===== src/rtl/power_of_2k_pipe.sv =====
// Pipelined x^(2^STAGES): one squaring per stage with a per-stage valid/ready enable.
// Define POW_SATURATE_EN to saturate overflowed results to all ones and report o_ovf.
module power_of_2k_pipe #(
  parameter int unsigned DWIDTH = 32,
  parameter int unsigned STAGES = 3
) (
  input  logic              clk,
  input  logic              reset_n,
  input  logic              i_valid,
  output logic              i_ready,
  input  logic [DWIDTH-1:0] i_value,
  output logic              o_valid,
  input  logic              o_ready,
  output logic [DWIDTH-1:0] o_value,
  output logic              o_ovf
);

  logic [STAGES:1]   vld;
  logic [DWIDTH-1:0] dat [1:STAGES];
  logic [STAGES:1]   en;

  // Source of each stage: index 0 is the input port, index k is stage k.
  logic [STAGES-1:0] src_vld;
  logic [DWIDTH-1:0] src_dat [0:STAGES-1];
  logic [DWIDTH-1:0] nxt_dat [1:STAGES];

  always_comb begin
    src_vld[0] = i_valid;
    src_dat[0] = i_value;
    for (int k = 1; k < STAGES; k++) begin
      src_vld[k] = vld[k];
      src_dat[k] = dat[k];
    end
  end

  // A stage may advance if any stage at or after it holds a bubble, or the output drains.
  always_comb begin
    for (int k = 1; k <= STAGES; k++) begin
      en[k] = o_ready;
      for (int j = k; j <= STAGES; j++) begin
        if (!vld[j]) en[k] = 1'b1;
      end
    end
  end

`ifdef POW_SATURATE_EN
  logic [STAGES:1]   flg;
  logic [STAGES:1]   nxt_flg;
  logic [STAGES-1:0] src_flg;

  always_comb begin
    logic [2*DWIDTH-1:0] sq;
    sq = '0;
    src_flg[0] = 1'b0;
    for (int k = 1; k < STAGES; k++) begin
      src_flg[k] = flg[k];
    end
    for (int k = 1; k <= STAGES; k++) begin
      sq = {{DWIDTH{1'b0}}, src_dat[k-1]} * {{DWIDTH{1'b0}}, src_dat[k-1]};
      nxt_flg[k] = src_flg[k-1] | (|sq[2*DWIDTH-1:DWIDTH]);
      nxt_dat[k] = nxt_flg[k] ? {DWIDTH{1'b1}} : sq[DWIDTH-1:0];
    end
  end

  assign o_ovf = flg[STAGES];
`else
  // Wrapping mode: only the low half of each square is ever needed.
  always_comb begin
    for (int k = 1; k <= STAGES; k++) begin
      nxt_dat[k] = src_dat[k-1] * src_dat[k-1];
    end
  end

  assign o_ovf = 1'b0;
`endif

  always_ff @(posedge clk or negedge reset_n) begin
    if (!reset_n) begin
      vld <= '0;
      for (int k = 1; k <= STAGES; k++) begin
        dat[k] <= '0;
      end
`ifdef POW_SATURATE_EN
      flg <= '0;
`endif
    end else begin
      for (int k = 1; k <= STAGES; k++) begin
        if (en[k]) begin
          vld[k] <= src_vld[k-1];
          if (src_vld[k-1]) begin
            dat[k] <= nxt_dat[k];
`ifdef POW_SATURATE_EN
            flg[k] <= nxt_flg[k];
`endif
          end
        end
      end
    end
  end

  assign i_ready = en[1];
  assign o_valid = vld[STAGES];
  assign o_value = dat[STAGES];

endmodule


===== config.mk =====
export PLATFORM = sky130hd
export DESIGN_NAME = power_of_2k_pipe
export DESIGN_NICKNAME = d
export VERILOG_FILES = /design/src/rtl/power_of_2k_pipe.sv
export SDC_FILE = /design/constraint.sdc
export NUM_CORES = 2
export LEC_CHECK = 0
export CAP_MARGIN = 10
export CORE_MARGIN = 1.5
export CORE_UTILIZATION = 45
export DETAILED_ROUTE_END_ITERATION = 10
export SLEW_MARGIN = 20
export SYNTH_ARGS = -nofsm -noshare
export SYNTH_HDL_FRONTEND = slang
export SYNTH_SLANG_ARGS = --single-unit

===== constraint.sdc =====
create_clock -name clk -period 8.36 [get_ports clk]
set_input_delay 0.836 -clock clk [delete_from_list [all_inputs] [get_ports clk]]
set_output_delay 0.836 -clock clk [all_outputs]
set_load 0.01 [all_outputs]

==> results.py <==
metrics = {
    "sta": {
        "report.final.slew_viol_count": 0,
        "post-route-period-util_pct": 92.7,
        "totalNegativeSetupSlack_ns": 0,
        "rsz0062_at_grt": "no",
        "finalSetupViolations": 0,
        "final_critical_path_setup_slack_ns": 0.607,
        "min_clock_period_post_route_ns": 7.75,
        "achievable_frequency_mhz": 129,
        "final_hold_viol_count": 0,
        "timing.slew.headroom_pct": 36.6,
        "max_slew.worst_pin.slew_ns": 0.951,
        "fin_skew_ns": 0.0228,
    },
    "layout": {
        "num_antenna_cells": 0,
        "drive_gt1_share_pct": 3.21,
        "layout.cell_area.non_filler_um2": 43800,
        "layout.nets": 5819,
        "layout_commonest_cell": "sky130_fd_sc_hd__inv_1",
        "postLayoutCoreUtil_pct": 48.5,
        "layout.cells.most_common_list": "sky130_fd_sc_hd__inv_1, sky130_fd_sc_hd__fa_1, sky130_fd_sc_hd__ha_1, sky130_fd_sc_hd__nand2_1, sky130_fd_sc_hd__and2_1",
        "area_delta_synth_final_pct": 6.11,
    },
    "synth": {
        "synth-simple-area-share_pct": 10.9,
        "synth-xor-area-share_pct": 2.48,
        "synth-seq-cells": 94,
        "synth-seq-area-share_pct": 5.70,
        "synth_compound_area_share_pct": 4.85,
        "post_synth_inst_count": 4289,
        "synth_edf_count": 0,
        "netlist_area_um2": 41300,
        "synth_cell_type_count": 72,
        "ys.flop_type": "sky130_fd_sc_hd__dfrtp_1",
        "adder_cell_fraction_of_synth_area_pct": 62.8,
        "postSynth.asyncResetShare_pct": 100,
        "post_synth_mux_area_share_pct": 0.203,
        "post_syn_area_per_cell_um2": 9.63,
        "dominant_combinational_cell_family_by_area_after_synthesis": "adder cells",
        "synthesis.yosys.warnings": 0,
    },
    "worst_setup_path": {
        "timing.reg2reg.worst_path_depth": 21,
        "worst-setup-path-type": "in2reg",
        "critical_path.max_fanout": 7,
        "r2r-end": "o_value[29]$_DFFE_PN0P_",
        "crit_top_cell": "sky130_fd_sc_hd__fa_1",
        "critical_path_slowest_stage_cell": "sky130_fd_sc_hd__clkdlybuf4s50_1",
        "worst_setup_path_start_kind": "input port",
        "critical_path.endpoint_type": "register",
        "worst_ep_required_time_ns": 8.68,
        "critPathMaxStageDelay_ns": 0.70,
        "setup.reg_to_reg.worst_slack_ns": 0.65,
        "reg2reg_from": "dat[39]$_DFFE_PN0P_",
        "crit_arrival_ns": 8.07,
    },
    "placed_design": {
        "detailed_place.area_um2": 43500,
        "dpl_worst_slack_ns": 0.238,
        "place.gp.congestion": 0.858,
        "dp_hpwl_um": 81400,
        "place.port_buffers": 67,
    },
    "die": {
        "chipWidth_um": 306,
        "initial_utilization_pct": 45.7,
        "row_count": 110,
        "design.portCount": 71,
        "die-area_um2": 93600,
        "floorplan.die.height_um": 306,
        "core-area_um2": 90400,
    },
    "global_route": {
        "grt_antenna_before_repair": 0,
        "grt_pass1_wl_um": 158000,
        "grt_max_degree": 68,
        "grt_use_total_pct": 21.3,
        "grt_pass1_vias": 30400,
        "grt-ovfl-total": 0,
    },
    "clocking": {
        "number_of_buffers_added_by_the_clock_tree_synthesis_step": 9,
        "cts_max_level": 3,
        "clk_pin_slew_worst_paths_ns": 0.08,
        "clock-sinks": 94,
        "clock_latency_ns": 0.39,
        "cts.root.buffer_cell": "sky130_fd_sc_hd__clkbuf_16",
        "postCtsSetupBuffers": 0,
        "cts.hold.buffers_added": 0,
        "tritoncts_clock_tree": "done",
        "cts-resized-gates": 0,
        "cts_buffer_depth": 2,
    },
    "drt": {
        "drtAntennaViolNets": 0,
        "routed_vias_inst": 4.83,
        "post_drt_wl_per_cell_um": 16.7,
        "drt_first_iter_violations": 1111,
        "1st_pass_router_iterations": 5,
        "remaining_drc_errors": 0,
        "vias": 26600,
        "totalWireLength_um": 92000,
    },
    "flow_run": {
        "maxCapViolCount": 0,
    },
    "min_path": {
        "hp-class": "in2async",
    },
    "status": {
        "outcome": "completed",
    },
}
-- cells in the mapped netlist, types with 8 or more instances --
cell | number | area (um2)
sky130_fd_sc_hd__and2_1 | 360 | 2250
sky130_fd_sc_hd__nor2_1 | 52 | 195
sky130_fd_sc_hd__dfrtp_1 | 94 | 2350
sky130_fd_sc_hd__nor3_1 | 11 | 55.1
sky130_fd_sc_hd__a21oi_1 | 52 | 260
sky130_fd_sc_hd__a21o_1 | 39 | 293
sky130_fd_sc_hd__a31oi_1 | 18 | 113
sky130_fd_sc_hd__xnor2_1 | 62 | 543
sky130_fd_sc_hd__ha_1 | 430 | 5380
sky130_fd_sc_hd__buf_4 | 33 | 248
sky130_fd_sc_hd__nand2_1 | 397 | 1490
sky130_fd_sc_hd__inv_1 | 1223 | 4590
sky130_fd_sc_hd__o21ai_0 | 109 | 546
sky130_fd_sc_hd__o211ai_1 | 9 | 67.6
sky130_fd_sc_hd__fa_1 | 1026 | 20500
sky130_fd_sc_hd__xor2_1 | 55 | 482
sky130_fd_sc_hd__nand3_1 | 18 | 90.1
sky130_fd_sc_hd__a211oi_1 | 13 | 97.6
sky130_fd_sc_hd__o21a_1 | 8 | 60.1
sky130_fd_sc_hd__nand2b_1 | 10 | 62.6
sky130_fd_sc_hd__clkbuf_1 | 135 | 507
sky130_fd_sc_hd__o21bai_1 | 11 | 82.6
sky130_fd_sc_hd__nor2b_1 | 13 | 81.3
-- cell families (layout without fill, tap and decap cells) --
| kind of cell | after synthesis | count (layout) |
|---|---|---|
| AO/OA/AOI/OAI | 312 | 312 |
| XOR/XNOR | 117 | 117 |
| adder cells (fa/ha/maj) | 1456 | 1456 |
| buffers and inverters | 1397 | 1394 |
| flip-flops | 94 | 94 |
| multiplexers | 8 | 8 |
| other | 2 | 48 |
| AND/OR/NAND/NOR | 903 | 903 |
-- worst max path at each step --
stage / to / from / cells past startpoint
3_3_place_gp: dat[93]$_DFFE_PN0P_ / i_value[13] / 25
2_1_floorplan: dat[93]$_DFFE_PN0P_ / i_value[4] / 25
6_report: dat[93]$_DFFE_PN0P_ / i_value[13] / 25
5_1_grt: dat[94]$_DFFE_PN0P_ / i_value[13] / 21
3_5_place_dp: dat[93]$_DFFE_PN0P_ / i_value[13] / 25
4_1_cts: o_value[29]$_DFFE_PN0P_ / dat[39]$_DFFE_PN0P_ / 21
-- final cells by class --
cell class                 instances  area (um2)
sequential                        94        2350
fill                            8588       46600
multi-input combinational       2844       33700
tap                             1176        1470
clock buffer                       9         225
clock inverter                     7         105
inverter                        1224        4590
timing repair buffer             154        1330
-- per-stage QoR --
step / instances / hold slack [ns]
finish: 5508 / 0.348
global route: 5508 / 0.375
CTS: 5508 / 0.350
detailed placement: 5492 / 0.463
global placement: 5492 / 0.459
floorplan: 4335 / 0.442
-- state kept, by name, summed over array words and instances (netlist names) --
signal	flops
dat	60
vld	3
o_value	31
-- worst max-delay path: cells and delay by family --
family,cells,cell delay (ns)
fa+ha+maj,9,3.97
compound gates,7,1.53
buf+inv,5,0.91
simple gates,3,0.65
xor+xnor,1,0.18
-- layer usage --
layer | up-vias | global-route usage [%] | share of wire [%]
met5 | - | 0 | 0
met4 | 0 | 3.88 | 1.6
met3 | 86 | 1.20 | 2.3
met2 | 343 | 40.1 | 54
met1 | 13700 | 27.1 | 42
li1 | 12400 | - | -
Power is left out: the tool's default activity adds up to more than one toggle a clock period on the data nets, which glitch-free logic cannot reach.
